==> src/rtl/top_level.sv <==
`default_nettype none
// =============================================================================
// top_level : sequenced Hamming encode / correct / pattern-count engine
//             operating on a 256-byte internal data memory.
// Rev 1.0
// =============================================================================

module data_mem #(
  parameter int AW = 8,
  parameter int DW = 8
) (
  input  logic          i_clk,
  input  logic [AW-1:0] i_addr,
  input  logic          i_we,
  input  logic [DW-1:0] i_wdata,
  output logic [DW-1:0] o_rdata
);
  logic [DW-1:0] core [0:(1<<AW)-1];

  always_ff @(posedge i_clk) begin
    if (i_we) core[i_addr] <= i_wdata;
  end

  assign o_rdata = core[i_addr];
endmodule

module top_level #(
  parameter int AW = 8,
  parameter int DW = 8
) (
  input  logic CLK,
  input  logic reset,
  input  logic start,
  output logic halt
);
  typedef enum logic [1:0] {
    S_IDLE = 2'd0,
    S_RUN  = 2'd1,
    S_DONE = 2'd2
  } state_t;

  state_t        r_state;
  logic [1:0]    r_prog;
  logic [5:0]    r_step;
  logic [7:0]    r_lo;
  logic [6:0]    r_hi;
  logic [3:0]    r_pat;
  logic [2:0]    r_prev;
  logic [7:0]    r_cnt_nib;
  logic [7:0]    r_cnt_str;
  logic [7:0]    r_cnt_byte;
  logic          r_halt;

  logic [AW-1:0] w_addr;
  logic          w_we;
  logic [DW-1:0] w_wdata;
  logic [DW-1:0] w_rdata;
  logic          w_last;

  data_mem #(.AW(AW), .DW(DW)) data_mem1 (
    .i_clk   (CLK),
    .i_addr  (w_addr),
    .i_we    (w_we),
    .i_wdata (w_wdata),
    .o_rdata (w_rdata)
  );

  // Encoder: result bytes are the code word c[8:1] and c[15:9].
  logic [11:1] w_d;
  logic [7:0]  w_enc_lo;
  logic [7:0]  w_enc_hi;

  assign w_d      = {r_hi[2:0], r_lo};
  assign w_enc_hi = {1'b0, w_d[11:5]};
  assign w_enc_lo = {(^w_d[11:5]), w_d[4:2], ((^w_d[11:8]) ^ (^w_d[4:2])), w_d[1],
                     (w_d[11] ^ w_d[10] ^ w_d[7] ^ w_d[6] ^ w_d[4] ^ w_d[3] ^ w_d[1]),
                     (w_d[11] ^ w_d[9] ^ w_d[7] ^ w_d[5] ^ w_d[4] ^ w_d[2] ^ w_d[1])};

  // Decoder: syndrome is the XOR of set-bit positions; it names the bad bit.
  logic [15:1] w_c;
  logic [15:1] w_cc;
  logic [3:0]  w_syn;
  logic [7:0]  w_dec_lo;
  logic [7:0]  w_dec_hi;

  assign w_c = {r_hi, r_lo};

  always_comb begin
    w_syn = '0;
    w_cc  = w_c;
    for (int k = 1; k < 16; k++) begin
      if (w_c[k]) w_syn = w_syn ^ k[3:0];
    end
    for (int k = 1; k < 16; k++) begin
      w_cc[k] = w_c[k] ^ (w_syn == k[3:0]);
    end
  end

  assign w_dec_lo = {w_cc[12:9], w_cc[7:5], w_cc[3]};
  assign w_dec_hi = {5'b0, w_cc[15:13]};

  // Pattern counter: windows k=0..4 lie inside the byte, k=5..7 straddle
  // the previous byte's low bits (absent for the first byte of the stream).
  logic [10:0] w_win;
  logic [2:0]  w_in_cnt;
  logic [1:0]  w_x_cnt;

  assign w_win = {r_prev, w_rdata};

  always_comb begin
    w_in_cnt = '0;
    w_x_cnt  = '0;
    for (int k = 0; k < 5; k++) begin
      if (w_win[k +: 4] == r_pat) w_in_cnt = w_in_cnt + 3'd1;
    end
    for (int k = 5; k < 8; k++) begin
      if ((w_win[k +: 4] == r_pat) && (r_step != 6'd1)) w_x_cnt = w_x_cnt + 2'd1;
    end
  end

  assign w_last = (r_prog == 2'd3) ? (r_step == 6'd35) : (r_step == 6'd59);

  // Programs 1/2: step = {word, phase}; phases read lo, read hi, write lo, write hi.
  always_comb begin
    w_addr  = '0;
    w_we    = 1'b0;
    w_wdata = '0;
    if (r_state == S_RUN) begin
      if (r_prog == 2'd3) begin
        if (r_step == 6'd0) begin
          w_addr = 8'd160;
        end else if (r_step <= 6'd32) begin
          w_addr = 8'd127 + {2'b0, r_step};
        end else begin
          w_we = 1'b1;
          case (r_step)
            6'd33:   begin w_addr = 8'd192; w_wdata = r_cnt_nib;  end
            6'd34:   begin w_addr = 8'd193; w_wdata = r_cnt_str;  end
            default: begin w_addr = 8'd194; w_wdata = r_cnt_byte; end
          endcase
        end
      end else begin
        if (r_prog == 2'd2) w_addr = r_step[1] ? 8'd94 : 8'd64;
        else                w_addr = r_step[1] ? 8'd30 : 8'd0;
        w_addr = w_addr + {3'b0, r_step[5:2], r_step[0]};
        w_we   = r_step[1];
        if (r_prog == 2'd2) w_wdata = r_step[0] ? w_dec_hi : w_dec_lo;
        else                w_wdata = r_step[0] ? w_enc_hi : w_enc_lo;
      end
    end
  end

  always_ff @(posedge CLK or posedge reset) begin
    if (reset) begin
      r_state    <= S_IDLE;
      r_prog     <= 2'd1;
      r_step     <= '0;
      r_lo       <= '0;
      r_hi       <= '0;
      r_pat      <= '0;
      r_prev     <= '0;
      r_cnt_nib  <= '0;
      r_cnt_str  <= '0;
      r_cnt_byte <= '0;
      r_halt     <= 1'b0;
    end else begin
      case (r_state)
        S_IDLE, S_DONE: begin
          if (start) begin
            r_state <= S_RUN;
            r_halt  <= 1'b0;
            r_step  <= '0;
          end
        end
        S_RUN: begin
          r_step <= r_step + 6'd1;
          if (r_prog == 2'd3) begin
            if (r_step == 6'd0) begin
              r_pat      <= w_rdata[3:0];
              r_prev     <= '0;
              r_cnt_nib  <= '0;
              r_cnt_str  <= '0;
              r_cnt_byte <= '0;
            end else if (r_step <= 6'd32) begin
              r_prev     <= w_rdata[2:0];
              r_cnt_nib  <= r_cnt_nib + {5'b0, w_in_cnt};
              r_cnt_str  <= r_cnt_str + {5'b0, w_in_cnt} + {6'b0, w_x_cnt};
              r_cnt_byte <= r_cnt_byte + {7'b0, (w_in_cnt != 3'd0)};
            end
          end else begin
            if (r_step[1:0] == 2'd0) r_lo <= w_rdata;
            if (r_step[1:0] == 2'd1) r_hi <= w_rdata[6:0];
          end
          if (w_last) begin
            r_state <= S_DONE;
            r_halt  <= 1'b1;
            r_prog  <= (r_prog == 2'd3) ? 2'd1 : r_prog + 2'd1;
          end
        end
        default: r_state <= S_IDLE;
      endcase
    end
  end

  assign halt = r_halt;
endmodule
`default_nettype wire

==> config.mk <==
export PLATFORM = sky130hd
export DESIGN_NAME = top_level
export DESIGN_NICKNAME = d
export VERILOG_FILES = /design/src/rtl/top_level.sv
export SDC_FILE = /design/constraint.sdc
export NUM_CORES = 1
export LEC_CHECK = 0
export CELL_PAD_IN_SITES_DETAIL_PLACEMENT = 0
export CELL_PAD_IN_SITES_GLOBAL_PLACEMENT = 1
export CORE_MARGIN = 4
export CORE_UTILIZATION = 43
export DETAILED_ROUTE_END_ITERATION = 16
export PLACE_DENSITY_LB_ADDON = 0.1
export SYNTH_ARGS = -nofsm -noshare
export SYNTH_HDL_FRONTEND = slang
export SYNTH_SLANG_ARGS = --single-unit
==> constraint.sdc <==
create_clock -name CLK -period 1.9 [get_ports CLK]
set_input_delay 0.475 -clock CLK [delete_from_list [all_inputs] [get_ports CLK]]
set_output_delay 0.475 -clock CLK [all_outputs]
set_load 0.05 [all_outputs]
==> reports/qor.txt, run 1 <==
Status = completed
Max-slew violations = 0
Most frequent cell after synthesis = dfrtp_1
Largest net degree at the start of global routing = 12
Setup bufs post-CTS = 0
DRT antenna net count = 0
I/O Pins = 4
Area leader, netlist = dfrtp_1
Layout cell share with drive strength beyond 1 = 16.1%
Worst Max-Slew Pin Slew = 0.424 ns
Die width = 45.9 µm
Synth cell count leaders = dfrtp_1 (10), nand2_1 (9), mux2i_1 (6)
Initial antenna violation count = 0
Drt drc = 0
EDFF count, synth = 0
Die ar. = 2110 µm²
Detailed-route via count = 420
Critical Path AT = 1.62 ns
Maxcap violations = 0
Clk root buf = clkbuf_4
Hold Violations, Final = 0
Crit end category = flip-flop
Num CTS Buffers = 3
F_max = 684 MHz
Synth area leaders = dfrtp_1 (40%), mux2i_1 (9.7%), ha_1 (6.1%)
Tot GR Track Use = 13.7%
CP Class = reg -> reg
Setup WS post-layout = 0.439 ns
Via-per-instance ratio = 5.45
Tmin final = 1.46 ns
LEAKAGE = 0.338 nW
Core area = 1330 µm²
FFs w/ async S/R, synth = 100%
Top cell type's share of synthesized area = 40.5%
Synth cell types = 25
Endpoints failing setup = 0
DP Wirelength = 896 µm
Initial Util = 46.3%
Pre-CTS setup slack = 0.412 ns
Worst-path maximum fanout = 3
Port Buf Inserts = 3
Clock slew at reported path FFs = 0.07 ns
Fin cells = 77
Sequential element share of the synthesized area = 44.7%
# diodes = 0
Crit path launch type = flip-flop
Setup TNS = 0 ns
Avg WL per Cell = 15.2 µm
Netlist Area Pre-Place = 618 µm²
Ys flop type = dfrtp_1
Htree depth = 1
Clock buffer depth = 2
Synth Register Bits = 11
YS warnings = 0
Post_cts resized = 0
Routability cong. = 0.782
Power per Cell Area = 1380 nW/µm²
R2R setup slack = 0.44 ns
Maximum VDD drop = 0.000569 V
CTS tree = built
Gr ovfl total = 0
Post-layout nets = 69
1st-iter DRT viols = 6
Drt total wl = 1.17 mm
Core Rows = 13
Clk_skew = 0.000815 ns
Vias in the first global route = 481
Drt first pass iters = 2
Height of the die = 45.9 µm
First-pass GRT wire length = 2.03 mm
Required time of the critical path = 2.06 ns
Hold_buf cts = 0
Area delta synth->final = 10.5%
Skew-Pair Late Insertion Delay = 0.26 ns
Synthesized Nets = 62
RSZ-0062 raised after global routing = false
Mapped Cells = 56
Post-synthesis area per instance = 11.0 µm²
Inst Count DP = 73
Clock sinks = 11
Hold Crit Class = reg -> reg
Post-route clock period utilization = 76.9%
Max-slew headroom = 71.7%
[placed cells by master, fill, tap and decap left out, drive strengths merged, types with 2 or more instances in the layout]
| master | count |
|---|---|
| clkdlybuf4s50 | 2 |
| o21ai | 2 |
| mux2i | 6 |
| inv | 4 |
| nand2 | 9 |
| ha | 3 |
| nand4 | 2 |
| dfrtp | 10 |
| clkbuf | 4 |
| nand2b | 3 |
[metrics by stage]
| stage | util, % | hold WS [ns] | cell area, µm² | total power, mW |
|---|---|---|---|---|
| global route | 51.2 | 0.503 | 683 | 1.02 |
| finish | 51.2 | 0.488 | 683 | 0.946 |
| global placement | 49.2 | 0.470 | 657 | 0.755 |
| CTS | 51.2 | 0.493 | 683 | 0.957 |
| detailed placement | 49.2 | 0.477 | 657 | 0.792 |
| floorplan | - | 0.327 | 618 | 0.699 |
[report_power, final]
group | switching [mW] | internal (mW)
Sequential | 0.122 | 0.324
Clock | 0.0810 | 0.0812
Combinational | 0.165 | 0.173
[critical path: stages (launching register included)]
cell and delay, ns:
dfstp_2 0.55, ha_1 0.17, nor3b_2 0.28, o2111ai_1 0.16
a21bo_1 0.21
[final timing paths]
path                                       start                     end  depth (start not counted)
min in group asynchronous                  reset   r_prog[1]$_DFFE_PP0P_                          2
hold reg to reg            r_prog[0]$_DFFE_PP1P_   r_prog[0]$_DFFE_PP1P_                          2
hold / removal             r_prog[0]$_DFFE_PP1P_   r_prog[0]$_DFFE_PP1P_                          2
setup reg to reg           r_prog[0]$_DFFE_PP1P_  r_state[0]$_DFFE_PP0P_                          4
max in group asynchronous                  reset   r_prog[0]$_DFFE_PP1P_                          2
setup / recovery           r_prog[0]$_DFFE_PP1P_  r_state[0]$_DFFE_PP0P_                          4
[layer usage]
layer / up-vias / GRT usage, % / part of all wire (%)
met1: 210 / 15.1 / 45
met3: 2 / 3.56 / 1.7
met2: 2 / 23.9 / 53
met4: 0 / 6.82 / 0.43
met5: - / 0 / 0
li1: 206 / - / -
[final cells by class]
| type | count | area [µm²] |
|---|---|---|
| sequential | 11 | 277 |
| timing repair buffer | 3 | 27.5 |
| multi-input combinational | 40 | 319 |
| fill | 132 | 651 |
| clock buffer | 4 | 26.3 |
| inverter | 4 | 15.0 |
| tap | 15 | 18.8 |
[logic make-up (layout without fill, tap and decap cells)]
family                     count (synthesis)  after routing  synth area share [%]
AOI/OAI and AO/OA                          7              7                  10.1
buffers and inverters                      5             11                  3.64
adders and majority gates                  3              3                  6.07
xor gates and xnor gates                   1              1                  1.42
and+or+nand+nor                           22             22                  22.5
muxes                                      7              7                  11.5
DFF                                       11             11                  44.7
[state kept, by name, summed over array words and instances (netlist names)]
| name | count |
|---|---|
| r_prog | 2 |
| r_state | 2 |
| halt | 1 |
| r_step | 6 |
Power figures use the tool's default switching activity.
==> run 2: changes to the inputs <==
CORE_UTILIZATION = 39   (was 43)
clock period = 1.2 ns   (was 1.9 ns; I/O delays follow)
==> run 2 against run 1 <==
  * The flow now finishes with violations (setup timing)
  * Clock skew up 0.0019 ns
  * Sequential power up 45%
  * Sequential cell count unchanged
  * Setup slack worse by 0.63 ns
  * Power up 82%
  * Routed wire length up 0.60%
  * Count of clock-buffer cells in the layout unchanged
  * Combinational power up 140%
  * Worst hold slack worse by 0.19 ns
  * Core utilization up 2.2 points
  * Non-clock buffer count up 11
  * Die area up 8.4%
  * Highest routed layer unchanged
==> reports/qor.txt, run 2 (synthesis gave the netlist of run 1 again) <==
DRT antenna net count = 0
First-pass GRT wire length = 2.08 mm
Height of the die = 47.8 µm
Reg area = 277 µm²
Clock slew at reported path FFs = 0.07 ns
Endpoints failing setup = 5
R2R setup slack = -0.19 ns
Detailed-route via count = 466
GR peak layer = met2
Tmin final = 1.39 ns
Clock sinks = 11
Drt first pass iters = 4
1st-iter DRT viols = 4
Maximum VDD drop = 0.000978 V
Met1 Usage GRT = 18.6%
Fillers = 140
Max-slew headroom = 84.1%
CTS tree = built
Die ar. = 2290 µm²
Largest register FFs = 6
Core area = 1510 µm²
Critical Path AT = 1.60 ns
LEAKAGE = 0.392 nW
Required time of the critical path = 1.41 ns
Initial Util = 41.0%
Max-slew violations = 0
Layout cell share with drive strength beyond 1 = 32.9%
Avg WL per Cell = 13.2 µm
Largest reg by FF count = r_step
Via-per-instance ratio = 5.24
Vias in the first global route = 441
Core Rows = 14
Htree depth = 1
Die width = 47.8 µm
Commonest non-fill, non-tap cell in the layout = buf_4
# diodes = 0
Worst-path maximum fanout = 4
Gr ovfl total = 0
Status = finished with violations
Area delta synth->final = 30.2%
Routability cong. = 0.699
Clk_skew = 0.00270 ns
Fin cells = 89
Skew-Pair Late Insertion Delay = 0.28 ns
RSZ-0062 raised after global routing = true
Crit path launch type = flip-flop
Pre-CTS setup slack = -0.179 ns
Hold_buf cts = 0
Power per Cell Area = 2140 nW/µm²
Drt drc = 0
Violated checks = setup timing
Hold Violations, Final = 0
Post-layout nets = 80
Biggest regs = r_step (6), r_prog (2), r_state (2)
Setup TNS = -0.746 ns
Clock buffer depth = 2
Clk root buf = clkbuf_4
Multi-input gate area = 344 µm²
DP Wirelength = 929 µm
Largest net degree at the start of global routing = 12
Worst Max-Slew Pin Slew = 0.237 ns
Drt total wl = 1.18 mm
Setup WS post-layout = -0.187 ns
Met2 usage = 20.1%
Crit end category = flip-flop
Tot GR Track Use = 13.4%
Maxcap violations = 0
Initial antenna violation count = 0
Port Buf Inserts = 3
CP Class = reg -> reg
F_max = 721 MHz
Commonest non-fill, non-tap cells in the layout = buf_4 (11), dfrtp_1 (10), nand2_1 (9)
Num CTS Buffers = 3
I/O Pins = 4
Hold Crit Class = in -> async
Inst Count DP = 85
Global routing met3 resource utilization = 3.38%
Post-route clock period utilization = 116%
run 2: worst max-delay path, cell delays in order (launching register included):
cell,delay (ns)
dfstp_2,0.56
ha_4,0.13
and3b_4,0.20
o211ai_4,0.23
mux2i_1,0.21
run 2: layout make-up:
type / count / area share (%)
clock buffer: 4 / 3.27
inverter: 4 / 1.87
multi-input combinational: 40 / 42.8
sequential: 11 / 34.4
tap: 16 / 2.49
timing repair buffer: 14 / 15.2
run 2: stage by stage:
stage / hold WS [ns] / utilization [%] / instance area, µm² / power [mW]
floorplan: 0.152 / - / 637 / 1.12
global placement: 0.525 / 51.2 / 772 / 1.45
detailed placement: 0.543 / 51.2 / 772 / 1.46
CTS: 0.303 / 53.0 / 798 / 1.72
global route: 0.321 / 53.4 / 805 / 1.88
finish: 0.297 / 53.4 / 805 / 1.72
run 2: power by group:
group / leakage, nW / switching (mW) / internal [mW]
Sequential: 0.136 / 0.132 / 0.514
Combinational: 0.241 / 0.360 / 0.453
Clock: 0.0150 / 0.137 / 0.129
Total: 0.392 / 0.629 / 1.10
run 2: per-layer routing:
metal | part of all wire, % | up-vias
met1 | 51 | 223
li1 | - | 235
met5 | 0 | -
met2 | 44 | 5
met3 | 2.6 | 3
met4 | 1.8 | 0
run 2: path summary, 6_finish.rpt:
check                                        end             startpoint  cells past startpoint
max in group asynchronous  r_prog[0]$_DFFE_PP1P_                  reset                      3
max reg2reg                r_prog[0]$_DFFE_PP1P_  r_prog[0]$_DFFE_PP1P_                      4
min                        r_prog[1]$_DFFE_PP0P_                  reset                      3
max                        r_prog[0]$_DFFE_PP1P_  r_prog[0]$_DFFE_PP1P_                      4
min in group CLK                halt$_DFFE_PP0P_       halt$_DFFE_PP0P_                      2
min reg2reg                     halt$_DFFE_PP0P_       halt$_DFFE_PP0P_                      2
run 2: what timing repair did:
item                                    in CTS  in global routing
gates resized for setup                      0                  3
endpoints found under the hold margin        0                  0
endpoints found under the setup margin       5                  8
cloned                                       0                  0
pin swaps                                    0                  1
buffers inserted                             0                  0
